--- config.mk ---
export PLATFORM = sky130hd
export DESIGN_NAME = dot_product_8_8x8_sequencer
export DESIGN_NICKNAME = d
export VERILOG_FILES = /design/src/rtl/dot_product_8_8x8_sequencer.sv
export SDC_FILE = /design/constraint.sdc
export NUM_CORES = 1
export LEC_CHECK = 0
export CAP_MARGIN = 20
export CORE_MARGIN = 4
export CORE_UTILIZATION = 40
export CTS_CLUSTER_SIZE = 10
export DETAILED_ROUTE_END_ITERATION = 8
export GPL_ROUTABILITY_DRIVEN = 0
export PLACE_DENSITY = 0.76
export SKIP_CTS_REPAIR_TIMING = 1
export SLEW_MARGIN = 20
export SYNTH_ARGS = -nofsm -noshare
export SYNTH_HDL_FRONTEND = slang
export SYNTH_SLANG_ARGS = --single-unit
--- constraint.sdc ---
create_clock -name i_clk -period 6.3 [get_ports i_clk]
set_input_delay 1.26 -clock i_clk [delete_from_list [all_inputs] [get_ports i_clk]]
set_output_delay 1.26 -clock i_clk [all_outputs]
set_load 0.05 [all_outputs]
--- src/rtl/dot_product_8_8x8_sequencer.sv ---
// ---------------------------------------------------------------------------
// dot_product_8_8x8_sequencer
//
// Feeds the input side of the dot_product_8_8x8 engine from two ready/valid
// streams:
//   * B stream: vectors are written into the engine BRAM via o_b/o_b_addr/
//     o_wren. A load runs until a word carrying i_b_last is accepted.
//   * A stream: items are grouped into dot-product jobs of i_len_m1+1 items.
//     Each item is forwarded with its BRAM read index and o_first/o_last
//     framing.
//   * o_pending counts jobs whose result has not yet come back on
//     i_sum_valid (the engine's o_valid). A new load is held off until every
//     issued job has completed, so B contents never change under a job.
//
// Handshake: a word moves on a rising i_clk edge when valid and ready are both
// high in that cycle. Ready is combinational from the state, o_pending and
// i_b_valid; it never depends on the matching valid. Both readies are held
// low while i_reset_n is low.
//
// Ports:
//   i_clk, i_reset_n          clock, asynchronous active-low reset
//   i_len_m1                  job length minus one, sampled on job start
//   i_b_data/i_b_valid/i_b_last/o_b_ready   B load stream
//   i_a_data/i_a_valid/o_a_ready            A item stream
//   o_b/o_b_addr/o_wren       engine BRAM write port / read index
//   o_a/o_first/o_last        engine item input and job framing
//   i_sum_valid               engine result strobe
//   o_pending                 jobs issued, result not yet returned
//   o_busy                    high while loading or running a job
//   o_err                     sticky: result strobe with nothing pending
//   o_state                   debug view of the sequencer state
// ---------------------------------------------------------------------------
module dot_product_8_8x8_sequencer #(
    parameter int N = 8,
    parameter int M = 8,
    parameter int A = 10,
    parameter int P = 4
) (
    input  logic           i_clk,
    input  logic           i_reset_n,
    input  logic [A-1:0]   i_len_m1,
    input  logic [M*N-1:0] i_b_data,
    input  logic           i_b_valid,
    input  logic           i_b_last,
    output logic           o_b_ready,
    input  logic [M*N-1:0] i_a_data,
    input  logic           i_a_valid,
    output logic           o_a_ready,
    output logic [M*N-1:0] o_b,
    output logic [A-1:0]   o_b_addr,
    output logic           o_wren,
    output logic [M*N-1:0] o_a,
    output logic           o_first,
    output logic           o_last,
    input  logic           i_sum_valid,
    output logic [P-1:0]   o_pending,
    output logic           o_busy,
    output logic           o_err,
    output logic [1:0]     o_state
);

    typedef enum logic [1:0] {
        IDLE = 2'd0,
        LOAD = 2'd1,
        RUN  = 2'd2
    } state_t;

    state_t state, state_nxt;

    logic [A-1:0] wr_ptr;     // next BRAM write address during LOAD
    logic [A-1:0] item_idx;   // index of the next item during RUN
    logic [A-1:0] len_q;      // latched job length minus one

    logic pend_zero, pend_full;
    logic b_ready_raw, a_ready_raw;
    logic b_acc, a_acc;
    logic [A-1:0] cur_waddr, cur_idx, cur_len;
    logic item_last;
    logic pend_inc, pend_dec;

    assign pend_zero = (o_pending == '0);
    assign pend_full = (o_pending == '1);

    // -----------------------------------------------------------------------
    // Ready generation. In IDLE a waiting B word wins over A, and a new job
    // cannot start once the pending counter is at its maximum.
    // -----------------------------------------------------------------------
    always_comb begin
        b_ready_raw = 1'b0;
        a_ready_raw = 1'b0;
        unique case (state)
            IDLE: begin
                b_ready_raw = pend_zero;
                a_ready_raw = !(i_b_valid && pend_zero) && !pend_full;
            end
            LOAD: b_ready_raw = 1'b1;
            RUN:  a_ready_raw = 1'b1;
            default: begin
                b_ready_raw = 1'b0;
                a_ready_raw = 1'b0;
            end
        endcase
    end

    assign o_b_ready = b_ready_raw & i_reset_n;
    assign o_a_ready = a_ready_raw & i_reset_n;

    assign b_acc = i_b_valid & o_b_ready;
    assign a_acc = i_a_valid & o_a_ready;

    // A word or item accepted in IDLE is word/item 0 of a new operation, so
    // the counters are read as zero there and the live i_len_m1 is used.
    assign cur_waddr = (state == IDLE) ? '0 : wr_ptr;
    assign cur_idx   = (state == IDLE) ? '0 : item_idx;
    assign cur_len   = (state == IDLE) ? i_len_m1 : len_q;
    assign item_last = (cur_idx == cur_len);

    // -----------------------------------------------------------------------
    // FSM
    // -----------------------------------------------------------------------
    always_ff @(posedge i_clk or negedge i_reset_n) begin
        if (!i_reset_n) begin
            state <= IDLE;
        end else begin
            state <= state_nxt;
        end
    end

    always_comb begin
        state_nxt = state;
        unique case (state)
            IDLE: begin
                if (b_acc) begin
                    state_nxt = i_b_last ? IDLE : LOAD;
                end else if (a_acc) begin
                    state_nxt = item_last ? IDLE : RUN;
                end
            end
            LOAD: begin
                if (b_acc && i_b_last) begin
                    state_nxt = IDLE;
                end
            end
            RUN: begin
                if (a_acc && item_last) begin
                    state_nxt = IDLE;
                end
            end
            default: state_nxt = IDLE;
        endcase
    end

    assign o_busy  = (state != IDLE);
    assign o_state = state;

    // -----------------------------------------------------------------------
    // Registered engine drive. Idle cycles present a zero item with no
    // framing, which leaves the engine's running sum unchanged; o_b_addr and
    // o_b keep their last values.
    // -----------------------------------------------------------------------
    always_ff @(posedge i_clk or negedge i_reset_n) begin
        if (!i_reset_n) begin
            o_b      <= '0;
            o_b_addr <= '0;
            o_wren   <= 1'b0;
            o_a      <= '0;
            o_first  <= 1'b0;
            o_last   <= 1'b0;
            wr_ptr   <= '0;
            item_idx <= '0;
            len_q    <= '0;
        end else begin
            o_wren  <= 1'b0;
            o_a     <= '0;
            o_first <= 1'b0;
            o_last  <= 1'b0;
            if (b_acc) begin
                o_b      <= i_b_data;
                o_b_addr <= cur_waddr;
                o_wren   <= 1'b1;
                wr_ptr   <= cur_waddr + 1'b1;   // wraps naturally at 2^A
            end else if (a_acc) begin
                o_a      <= i_a_data;
                o_b_addr <= cur_idx;
                o_first  <= (cur_idx == '0);
                o_last   <= item_last;
                item_idx <= cur_idx + 1'b1;
                if (state == IDLE) begin
                    len_q <= i_len_m1;
                end
            end
        end
    end

    // -----------------------------------------------------------------------
    // Pending-result counter. The increment lines up with o_last going high.
    // A result strobe with nothing pending is dropped and flagged.
    // -----------------------------------------------------------------------
    assign pend_inc = a_acc & item_last;
    assign pend_dec = i_sum_valid & !pend_zero;

    always_ff @(posedge i_clk or negedge i_reset_n) begin
        if (!i_reset_n) begin
            o_pending <= '0;
            o_err     <= 1'b0;
        end else begin
            if (pend_inc && !pend_dec) begin
                o_pending <= o_pending + 1'b1;
            end else if (pend_dec && !pend_inc) begin
                o_pending <= o_pending - 1'b1;
            end
            if (i_sum_valid && pend_zero) begin
                o_err <= 1'b1;
            end
        end
    end

endmodule

==> reports/results.tsv <==
stage	metric	value	unit
cts	H-Tree Depth	4	
setup_path	crit path max fanout	4	
global_routing	number of global-route vias before repair	5888	
sta	unrepaired setup endpoints after global routing	no	
placed_design	placed wire-length estimate	13900	um
floorplan	total die area	19800	um2
finish	NumNets Final	1107	
run	Max-Cap Viols	0	
cts	Clock Latency Late Sink	0.42	ns
drt	Post-Route WL	19200	um
drt	DR pass1 iterations	5	
drt	DRC violations left	0	
pwr	P_leak	4.92	nW
sta	part of the cycle the worst path needs	66.6	%
finish	Area Growth Syn to Fin	52.7	%
finish	Ant. Diodes	0	
drt	Iteration-0 DRC Markers	292	
sta	Worst Tran Pin Value	1.00	ns
yosys	Synth Net Count	821	
yosys	top-count cell post-synth	nand2_1	
cts	CTS root buf	clkbuf_16	
yosys	post-synthesis sequential area ratio	63.3	%
setup_path	Setup crit start kind	input pin	
yosys	Synth Instances	670	
outcome	status	completed	
floorplan	Die Y-Extent	141	um
global_routing	largest net degree at the start of global routing	85	
yosys	FFs w/ async S/R, synth	100	%
sta	Final setup viols	0	
drt	highest metal used	met4	
drt	DRT antenna net count	0	
yosys	Synth warnings	0	
yosys	Synth area leaders	dfrtp_1 (63%), nand2_1 (12%), and2_1 (6.2%)	
global_routing	antenna violations before repair	0	
cts	clock sinks	178	
yosys	syn_area_per_cell	10.5	um2
global_routing	global-route congestion overflow total	0	
drt	Met1 Routed Length	7560	um
floorplan	# rows	48	
cts	clock buffer count from CTS	17	
drt	wire length on met2	9350	um
hold_path	min-delay src	o_err	
yosys	top cell type's share of synthesized area	63.3	%
hold_path	worst min path class	reg -> reg	
floorplan	chip width	141	um
yosys	predominant post-synthesis flop cell	dfrtp_1	
placed_design	Setup WS pre-CTS	2.10	ns
sta	worst rel slew slack	33.2	%
sta	total negative setup slack	0	ns
yosys	#FFs+latches synth	178	
floorplan	Core ar.	17300	um2
setup_path	Crit path arrival time	2.93	ns
sta	Worst Slack Setup Final	2.11	ns
yosys	commonest cells in the netlist	nand2_1 (218), dfrtp_1 (178), and2_1 (70)	
placed_design	IO buf count	294	
cts	TritonCTS clock tree	built	
setup_path	Crit. End Element	primary output	
cts	Clock Path Buffers	2	
setup_path	crit path launch	i_b_valid	
sta	Fin. Hold Viols	0	
yosys	post-synthesis cell area	7040	um2
floorplan	# IOs	295	
drt	routed vias/inst	4.80	
drt	routed vias	5728	
yosys	post-synth top area cell	dfrtp_1	
global_routing	first-pass GRT wire length	30400	um
sta	final worst clock skew	0.0117	ns
yosys	Distinct cells, synth	42	
setup_path	Crit Path Class	in -> out	
cts	clk slew on worst S/H paths	0.06	ns
pwr	Worst VDD drop	270	uV
global_routing	total track usage	19.4	%
setup_path	FF-to-FF Start	o_state[1]	
drt	routed wl met3	1880	um
pwr	Power Density	420	nW/um2
setup_path	critical path required time	5.04	ns
sta	Pins Over Slew Limit	0	
drt	wire per inst	16.1	um
sta	Final Critical Period	4.19	ns
yosys	number of synthesized flops with an enable pin	0	
sta	Max Fclk	0.238	GHz
floorplan	initial core utilization	40.7	%
finish	layout cells sized above 1	5.68	%
[critical path, stage by stage]
cell and delay, ns:
clkdlybuf4s50_1 0.46, a21oi_1 0.24, o211a_1 0.18, clkdlybuf4s50_1 0.80
[flip-flops by register name, indices dropped and copies added, names as in the netlist]
register / count
len_q: 10
o_b: 64
wr_ptr: 10
o_wren: 1
o_a: 64
o_state: 2
item_idx: 10
o_b_addr: 10
o_first: 1
o_last: 1
o_pending: 4
o_err: 1
[where the power goes]
| part | internal [mW] | leakage, nW | switching (mW) |
|---|---|---|---|
| Sequential | 1.43 | 2.31 | 0.196 |
| Clock | 0.564 | 0.274 | 0.466 |
| Combinational | 0.660 | 2.34 | 1.21 |
[logic make-up (layout without fill, tap and decap cells)]
logic type      Yosys count  in the layout  synth area share [%]
compound gates           83             83                  8.18
buf+inv                  46            345                  2.65
fa+ha+maj                 7              7                  1.35
mux                      11             11                  1.76
flops                   178            178                  63.3
xor+xnor                  5              5                 0.622
simple gates            340            340                  22.1
[routing by layer]
| layer | track usage, % | vias to the layer above |
|---|---|---|
| met5 | 0 | - |
| met4 | 6.73 | 0 |
| met3 | 7.90 | 26 |
| met2 | 31.8 | 228 |
| met1 | 23.3 | 2698 |
| li1 | - | 2776 |
[cell usage in the layout (no fill, tap or decap), types with 4 or more instances in the layout]
cell type,instances
xnor2_1,4
and2_1,70
mux2_2,11
a22oi_1,9
a21oi_1,10
inv_1,12
a31oi_1,5
a21o_1,5
nand3_1,9
o21ai_0,19
nor2_1,7
o31ai_1,6
clkbuf_16,17
buf_4,6
ha_1,6
dfrtp_1,178
nor4_1,6
nand2_1,218
nor2b_1,9
nand4_1,5
clkdlybuf4s50_1,293
o2bb2ai_1,9
[final cells by class]
cell class              instances  area (um2)
clock buffers                  19         443
clock inverters                13         129
fillers                      1439        6550
inverters                      13        48.8
multi-input cells             446        2400
flip-flops and latches        178        4450
well taps                     225         282
repair buffers                300        2990
[metrics by stage]
step | area [um2] | power [mW] | utilization, % | std cells | hold WS (ns)
6_report | 10700 | 4.52 | 62.1 | 1194 | 0.465
3_5_place_dp | 10200 | 3.52 | 58.8 | 1162 | 0.452
4_1_cts | 10700 | 4.56 | 62.1 | 1194 | 0.467
3_3_place_gp | 10200 | 3.49 | 58.8 | 1162 | 0.446
5_1_grt | 10700 | 4.73 | 62.1 | 1194 | 0.488
2_1_floorplan | 7040 | 2.79 | - | 670 | 0.451
[worst paths after layout]
check | slack (ns) | end | cells after the start
worst max-delay path | 2.11 | o_a_ready | 4
worst min-delay path | 0.47 | o_err | 1
worst max register to register | 2.69 | o_pending[3] | 15
worst min register to register | 0.47 | o_err | 1
max in group asynchronous | 3.42 | o_b[10] | 3
min in group asynchronous | 0.76 | o_b_addr[8] | 1
No activity file was read; power rests on OpenSTA's default activity.
